[config.mk]
export PLATFORM = sky130hd
export DESIGN_NAME = stream_mux_2_to_1
export DESIGN_NICKNAME = d
export VERILOG_FILES = /design/src/rtl/stream_mux_pkg.sv /design/src/rtl/mux2_rr_arbiter.sv /design/src/rtl/stream_mux_2_to_1.sv
export SDC_FILE = /design/constraint.sdc
export NUM_CORES = 1
export LEC_CHECK = 0
export ABC_AREA = 0
export CAP_MARGIN = 5
export CORE_MARGIN = 2
export CORE_UTILIZATION = 35
export CTS_BUF_LIST = sky130_fd_sc_hd__clkbuf_16
export DETAILED_ROUTE_END_ITERATION = 6
export GPL_TIMING_DRIVEN = 0
export PLACE_DENSITY = 0.83
export SYNTH_ARGS = -nofsm -noshare
export SYNTH_HDL_FRONTEND = slang
export SYNTH_SLANG_ARGS = --single-unit
[constraint.sdc]
create_clock -name clk -period 1.6 [get_ports clk]
set_input_delay 0.24 -clock clk [delete_from_list [all_inputs] [get_ports clk]]
set_output_delay 0.24 -clock clk [all_outputs]
set_load 0.02 [all_outputs]
[src/rtl/stream_mux_pkg.sv]
// Shared constants and types for the 2-to-1 round-robin stream merge.
// The packet-lock state type is only consumed when STREAM_MUX_LOCK_EN is defined.
package stream_mux_pkg;

    localparam logic SEL_A = 1'b0;
    localparam logic SEL_B = 1'b1;

    typedef enum logic [1:0] {
        IDLE   = 2'd0,
        LOCK_A = 2'd1,
        LOCK_B = 2'd2
    } lock_state_t;

endpackage

[src/rtl/mux2_rr_arbiter.sv]
// Combinational two-way round-robin arbiter with one-hot grant.
// With STREAM_MUX_LOCK_EN defined, a packet lock restricts the grant to the locked source.
module mux2_rr_arbiter
    import stream_mux_pkg::*;
(
    input  logic        i_req_a,
    input  logic        i_req_b,
    input  logic        i_last_b,
`ifdef STREAM_MUX_LOCK_EN
    input  lock_state_t i_lock_state,
`endif
    output logic        o_gnt_a,
    output logic        o_gnt_b
);

    logic w_rr_gnt_a;
    logic w_rr_gnt_b;

    // Plain round-robin: on contention, the source not served last wins.
    always_comb begin
        w_rr_gnt_a = 1'b0;
        w_rr_gnt_b = 1'b0;
        if (i_req_a && i_req_b) begin
            w_rr_gnt_a = i_last_b;
            w_rr_gnt_b = !i_last_b;
        end else begin
            w_rr_gnt_a = i_req_a;
            w_rr_gnt_b = i_req_b;
        end
    end

`ifdef STREAM_MUX_LOCK_EN
    // A locked packet excludes the other source even while the owner is idle.
    always_comb begin
        o_gnt_a = 1'b0;
        o_gnt_b = 1'b0;
        case (i_lock_state)
            LOCK_A: begin
                o_gnt_a = i_req_a;
                o_gnt_b = 1'b0;
            end
            LOCK_B: begin
                o_gnt_a = 1'b0;
                o_gnt_b = i_req_b;
            end
            IDLE: begin
                o_gnt_a = w_rr_gnt_a;
                o_gnt_b = w_rr_gnt_b;
            end
            default: begin
                o_gnt_a = 1'b0;
                o_gnt_b = 1'b0;
            end
        endcase
    end
`else
    // Without packet lock the round-robin result is the grant.
    always_comb begin
        o_gnt_a = w_rr_gnt_a;
        o_gnt_b = w_rr_gnt_b;
    end
`endif

endmodule

[src/rtl/stream_mux_2_to_1.sv]
// Merges valid/ready streams A and B into one registered stream tagged with its source.
// Optional packet lock (y_last, i_*_last) is built when STREAM_MUX_LOCK_EN is defined.
module stream_mux_2_to_1
    import stream_mux_pkg::*;
#(
    parameter int WIDTH = 8
) (
    input  logic             clk,
    input  logic             rst_n,
`ifdef STREAM_MUX_LOCK_EN
    input  logic             i_a_last,
    input  logic             i_b_last,
    output logic             o_y_last,
`endif
    input  logic             i_a_valid,
    input  logic [WIDTH-1:0] i_a_data,
    output logic             o_a_ready,
    input  logic             i_b_valid,
    input  logic [WIDTH-1:0] i_b_data,
    output logic             o_b_ready,
    output logic             o_y_valid,
    output logic [WIDTH-1:0] o_y_data,
    output logic             o_y_sel,
    input  logic             i_y_ready
);

    logic             r_y_valid;
    logic [WIDTH-1:0] r_y_data;
    logic             r_y_sel;
    logic             r_last_b;
    logic             w_load_ok;
    logic             w_gnt_a;
    logic             w_gnt_b;
    logic             w_acc_a;
    logic             w_acc_b;

`ifdef STREAM_MUX_LOCK_EN
    lock_state_t      r_lock_state;
    lock_state_t      w_lock_next;
    logic             r_y_last;
`endif

    mux2_rr_arbiter u_arb (
        .i_req_a      (i_a_valid),
        .i_req_b      (i_b_valid),
        .i_last_b     (r_last_b),
`ifdef STREAM_MUX_LOCK_EN
        .i_lock_state (r_lock_state),
`endif
        .o_gnt_a      (w_gnt_a),
        .o_gnt_b      (w_gnt_b)
    );

    // Readies are gated by rst_n so nothing is accepted while reset is held.
    always_comb begin
        w_load_ok = !r_y_valid || i_y_ready;
        w_acc_a   = rst_n && w_load_ok && w_gnt_a && i_a_valid;
        w_acc_b   = rst_n && w_load_ok && w_gnt_b && i_b_valid;
        o_a_ready = rst_n && w_load_ok && w_gnt_a;
        o_b_ready = rst_n && w_load_ok && w_gnt_b;
    end

    // Output register: load overwrites even while draining, so there is no bubble.
    always_ff @(posedge clk or negedge rst_n) begin
        if (!rst_n) begin
            r_y_valid <= 1'b0;
            r_y_data  <= {WIDTH{1'b0}};
            r_y_sel   <= SEL_A;
            r_last_b  <= 1'b1;
        end else if (w_acc_a) begin
            r_y_valid <= 1'b1;
            r_y_data  <= i_a_data;
            r_y_sel   <= SEL_A;
            r_last_b  <= SEL_A;
        end else if (w_acc_b) begin
            r_y_valid <= 1'b1;
            r_y_data  <= i_b_data;
            r_y_sel   <= SEL_B;
            r_last_b  <= SEL_B;
        end else if (i_y_ready) begin
            r_y_valid <= 1'b0;
        end else begin
            r_y_valid <= r_y_valid;
        end
    end

    assign o_y_valid = r_y_valid;
    assign o_y_data  = r_y_data;
    assign o_y_sel   = r_y_sel;

`ifdef STREAM_MUX_LOCK_EN
    // Lock next-state: enter on a non-last beat, leave on the owner's last beat.
    always_comb begin
        w_lock_next = r_lock_state;
        case (r_lock_state)
            IDLE: begin
                if (w_acc_a && !i_a_last) begin
                    w_lock_next = LOCK_A;
                end else if (w_acc_b && !i_b_last) begin
                    w_lock_next = LOCK_B;
                end else begin
                    w_lock_next = IDLE;
                end
            end
            LOCK_A: begin
                if (w_acc_a && i_a_last) begin
                    w_lock_next = IDLE;
                end else begin
                    w_lock_next = LOCK_A;
                end
            end
            LOCK_B: begin
                if (w_acc_b && i_b_last) begin
                    w_lock_next = IDLE;
                end else begin
                    w_lock_next = LOCK_B;
                end
            end
            default: w_lock_next = IDLE;
        endcase
    end

    // Lock state register and the last flag that travels with the data.
    always_ff @(posedge clk or negedge rst_n) begin
        if (!rst_n) begin
            r_lock_state <= IDLE;
            r_y_last     <= 1'b0;
        end else begin
            r_lock_state <= w_lock_next;
            if (w_acc_a) begin
                r_y_last <= i_a_last;
            end else if (w_acc_b) begin
                r_y_last <= i_b_last;
            end else begin
                r_y_last <= r_y_last;
            end
        end
    end

    assign o_y_last = r_y_last;
`endif

endmodule

# == Word level (Yosys, flattened, before mapping) ==
# Cells that the tools add are included.
# op_classes
addsub,0
mul,0
div_mod_pow,0
order_cmp,0
eq_ne,0
shift,0
mux,9
n_bitwise,0
reduce_logical,11
# ops
operator,count
$mux 8,2
$mux 1,7
$logic_and 1x1->1,6
$reduce_bool 3->1,1
$logic_not 1->1,2
$reduce_bool 2->1,1
$logic_or 1x1->1,1
# word_totals
register_bits,11
latch_bits,0
ram_bits,0
mem_bits_ro,0
input_bits,21
out_inout_bits,12
word_cells,24
n_memories,0

# == Depth between registers and ports, before layout ==
# depth
word_depth,7
mapped_depth,4
depth_no_buf,3

# == Cells and area by module ==
# Synthesis repeated with hierarchy kept, for this count alone.
# unflattened
hier_cells,67
hier_area_um2,630.6
# modules_own_cells
module,n_inst,cells_per_inst,area_per_inst_um2,seq_area_each_um2
stream_mux_2_to_1,1,64,611.8,276.5
mux2_rr_arbiter,1,3,18.8,0.0

# == Least setup slack after synthesis ==
# No wires, ideal clock.
# synth_path
kind,reg2reg
from,reg r_y_valid (netlist: o_y_valid)
to,reg r_y_data[0] (netlist: o_y_data[0])
setup_ns,0.126
arrival_time_ns,1.219
required_time_ns,1.474
setup_slack_ns,0.255
path_stages_with_launch,5
path_buffers,1
period_less_slack_ns,1.345
path_cell_list,dfrtp_1 -> nand2b_4 -> clkbuf_1 -> a31oi_1 -> a221o_1
# synth_via
elab_chain_cells,6
elab_cells_between_ends,9
classes_between,mux (1); reduce/logical (8)
# synth_rtl
element,line_no,source
from (decl),stream_mux_2_to_1.sv:27,logic r_y_valid;
from (signal assigned),stream_mux_2_to_1.sv:83,r_y_valid <= r_y_valid;
$logic_not 1->1 (*),stream_mux_2_to_1.sv:56,w_load_ok = !r_y_valid || i_y_ready;
$logic_or 1x1->1 (*),stream_mux_2_to_1.sv:56,
$logic_and 1x1->1 (*),"stream_mux_2_to_1.sv:57, stream_mux_2_to_1.sv:58",
$logic_and 1x1->1 (on tied branches) (2 in series),"stream_mux_2_to_1.sv:57, stream_mux_2_to_1.sv:58",
$mux 8 / $reduce_bool 2->1 (equally long branches),--,
to (signal assigned),stream_mux_2_to_1.sv:67,r_y_data <= {WIDTH{1'b0}};
to (signal assigned),stream_mux_2_to_1.sv:72,r_y_data <= i_a_data;
to (signal assigned),stream_mux_2_to_1.sv:77,r_y_data <= i_b_data;
to (decl),stream_mux_2_to_1.sv:28,logic [WIDTH-1:0] r_y_data;
# Every way passes the cells marked *; elsewhere a longest branch is shown, timed or not.
# A chain may end at the register's enable or synchronous reset.

# == Worst setup path in the final report ==
# layout_path
from,reg r_last_b
to,out o_a_ready
# layout_via
elab_chain_cells,2
# layout_rtl
element,line_no,source
from (decl),stream_mux_2_to_1.sv:30,logic r_last_b;
from (signal assigned),stream_mux_2_to_1.sv:69,r_last_b <= 1'b1;
from (signal assigned),stream_mux_2_to_1.sv:74,r_last_b <= SEL_A;
from (signal assigned),stream_mux_2_to_1.sv:79,r_last_b <= SEL_B;
$mux 1,mux2_rr_arbiter.sv:23,if (i_req_a && i_req_b) begin
$logic_and 1x1->1,stream_mux_2_to_1.sv:59,o_a_ready = rst_n && w_load_ok && w_gnt_a;
to (decl),stream_mux_2_to_1.sv:17,"output logic o_a_ready,"
# Every way passes these cells.

==> metrics.yaml <==
ff2ff_setup_slack_ps: 100
synth_area_um2: 557
vias: 578
core_area_um2: 1510
grt_pass1_vias: 596
n_fill_cell: 116
worstPathArrival_ps: 1330
ff_latch_area_um2: 277
worstSetupEndpointType: "output pin"
worstSetupStartpoint: "r_last_b"
avgSynthCellArea_um2: 10.7
routedWlPerCell_um: 15.5
htree_num_levels: 1
vdd_ir_drop_max_uv: 618
clock_path_buffers: 2
cts_made_buffers: 3
die_h_um: 43.9
dpl_worst_slack_ps: -891
route.antenna.remaining_nets: 0
sw_frac_of_total_pct: 27.6
die_w_um: 43.9
drcViolationCount: 0
holdWs_ps: 3.24
via_per_inst: 5.30
cts_sinks: 11
p_per_area_nw_per_um2: 1230
r2r_cells: 5
yosysUniqueCellTypes: 16
worstPathCellList: "buf_4, o2111a_1, buf_6, buf_4"
routed_wl_um: 1690
drt_iter0_drc: 16
fin_crit_sh_pct: 98.1
finalPower_mw: 1.25
intPower_mw: 0.905
maxCapViolations: 0
cp_data_required_time_ps: 1360
status: "finished, final reports clean"
syn_inst: 52
r2r_start: "r_last_b"
clk_latency_ps: 240
slowest_delay_ps: 550
crit_path_max_fanout: 6
synth_nets: 73
io_pins: 33
antenna_cells: 0
start_util_pct: 37.0
cts_tree: "yes"
rr_endpoint: "o_y_data[2]"
num-nets-final: 115
cpMostUsedCell: "buf_4"
port_buffers: 32
hold_violations: 0
cts_root_buffer: "clkbuf_16"
rows: 14
first_pass_iters: 2
syn2layout_area_growth_pct: 82.7
min_period_ps: 1570
start_kind: "register"
yosysWarnings: 0
antenna_found_initial: 0
drv_slew: 0
comb_power_share_pct: 33.9
crit_slowest_cell: "dfstp_2"
worst-path-buf-inv: 3
cts.clk_slew.worst_paths_ps: 40
ys_ff_latch: 11
die-area_um2: 1930
power_frac_seq_pct: 30.6
dpl.hpwl_um: 1170
criticalPathCategory: "register to output pin"
finalWorstSetupSlack_ps: 30.4
ys_seq_area_share_pct: 49.7
critPathTopFamily: "flip-flops"
grt_use_total_pct: 18.5
grt_pass1_wl_um: 2620
fmax_mhz: 637
cp_num_cells: 4
crit_end: "o_a_ready"
leakage_nw: 0.474
grt_setup_unrepaired: "yes"
worstMarginPinSlew_ps: 431
grt_overflow: 0
slew_headroom_pct: 71.3
clock_power_share_pct: 35.5
multiInputGateArea_um2: 213
fin_skew_ps: 5.15
min_path_type: "input pin to async pin"
grt_start_max_net_pins: 17
power.switching_mw: 0.345
setup_viol_count_final: 0
layout-drive-gt1-share_pct: 19.4
globalplace.congestion: 0.712
[synth_stat cells]
library cell | instances | area [um2]
nand2_1 | 2 | 7.51
clkbuf_1 | 2 | 7.51
a221o_1 | 8 | 80.1
a41oi_1 | 1 | 8.76
a21o_1 | 1 | 7.51
dfrtp_1 | 10 | 250
nand3_1 | 2 | 10.0
buf_2 | 1 | 5.00
o2111a_1 | 1 | 11.3
nand2b_4 | 1 | 13.8
or2_1 | 1 | 6.26
buf_6 | 2 | 22.5
dfstp_2 | 1 | 26.3
a31oi_1 | 9 | 56.3
and4_2 | 1 | 10.0
inv_1 | 9 | 33.8
[kinds of logic after synthesis]
logic type,after synthesis,synth area share (%)
AO/OA/AOI/OAI,20,29.4
flip-flops,11,49.7
AND/OR/NAND/NOR,7,8.54
buffers and inverters,14,12.4
[registers in the layout, summed over array words and instances (netlist names)]
name / cells
o_y_data: 8
o_y_sel: 1
o_y_valid: 1
r_last_b: 1
[metrics by stage]
| stage | util [%] | std cells | instance area (um2) | TNS [ps] |
|---|---|---|---|---|
| 3_5_place_dp | 59.6 | 100 | 897 | -6460 |
| 3_3_place_gp | 59.6 | 100 | 897 | -5930 |
| 5_1_grt | 67.5 | 109 | 1020 | -11.7 |
| 6_report | 67.5 | 109 | 1020 | 0 |
| 2_1_floorplan | - | 52 | 557 | 0 |
| 4_1_cts | 65.0 | 105 | 978 | 0 |
[layout make-up]
cell class | instances | area share, %
flip-flops and latches | 11 | 27.2
repair buffers | 37 | 35.3
clock buffers | 3 | 7.38
well taps | 16 | 1.97
inverters | 9 | 3.32
plain buffers | 5 | 3.57
multi-input cells | 27 | 20.9
clock inverters | 1 | 0.369
[power by group through the flow]
stage | sequential (mW) | clock (mW) | combinational [mW]
5_1_grt | 0.389 | 0.464 | 0.454
3_3_place_gp | 0.380 | 0 | 0.383
2_1_floorplan | 0.447 | 0 | 0.128
4_1_cts | 0.382 | 0.448 | 0.396
3_5_place_dp | 0.386 | 0 | 0.391
6_report | 0.382 | 0.444 | 0.424
[per-layer routing]
metal | GRT usage (%) | wire [um] | vias up
met4 | 10.9 | 15 | 0
li1 | - | - | 282
met3 | 3.75 | 123 | 2
met1 | 23.4 | 723 | 268
met5 | 0 | 0 | -
met2 | 29.1 | 828 | 26
[placed cells by master (no fill, tap or decap)]
cell             Yosys  final
a21o_1               1      1
a221o_1              8      8
a31oi_1              9      9
a41oi_1              1      1
and4_4               0      1
buf_2                1      1
buf_4                0      6
buf_6                2      3
clkbuf_1             2      1
clkbuf_16            0      3
clkbuf_2             0      1
clkdlybuf4s15_2      0      1
clkdlybuf4s50_1      0     27
dfrtp_1             10     10
dfstp_2              1      1
dlygate4sd2_1        0      1
dlymetal6s2s_1       0      1
inv_1                9     10
nand2_1              2      2
nand2b_4             1      1
nand3_1              2      2
o2111a_1             1      1
or2_1                1      1
[worst min-delay path by stage]
stage          startpoint           to  slack, ps  depth (start not counted)
3_3_place_gp      o_y_sel      o_y_sel        480                          1
6_report            rst_n  o_y_data[5]          3                          1
5_1_grt             rst_n  o_y_data[5]         30                          1
2_1_floorplan       rst_n  o_y_data[0]        -60                          0
4_1_cts             rst_n  o_y_data[2]         10                          1
3_5_place_dp      o_y_sel      o_y_sel        480                          1
[what timing repair did]
| action | 4_1_cts | 5_1_grt |
|---|---|---|
| pin swaps | 0 | 1 |
| endpoints found under the hold margin | 0 | 0 |
| setup buffers | 1 | 4 |
| hold buffers | 0 | 0 |
| resized for setup | 14 | 5 |
| endpoints found under the setup margin | 12 | 9 |
[worst reg2reg max path, stage by stage, from the launching register on]
cell and delay [ps]:
dfstp_2 550, nand2_1 70, and4_4 200, buf_6 110, buf_6 130, a221o_1 330
(Power assumes the default switching activity.)
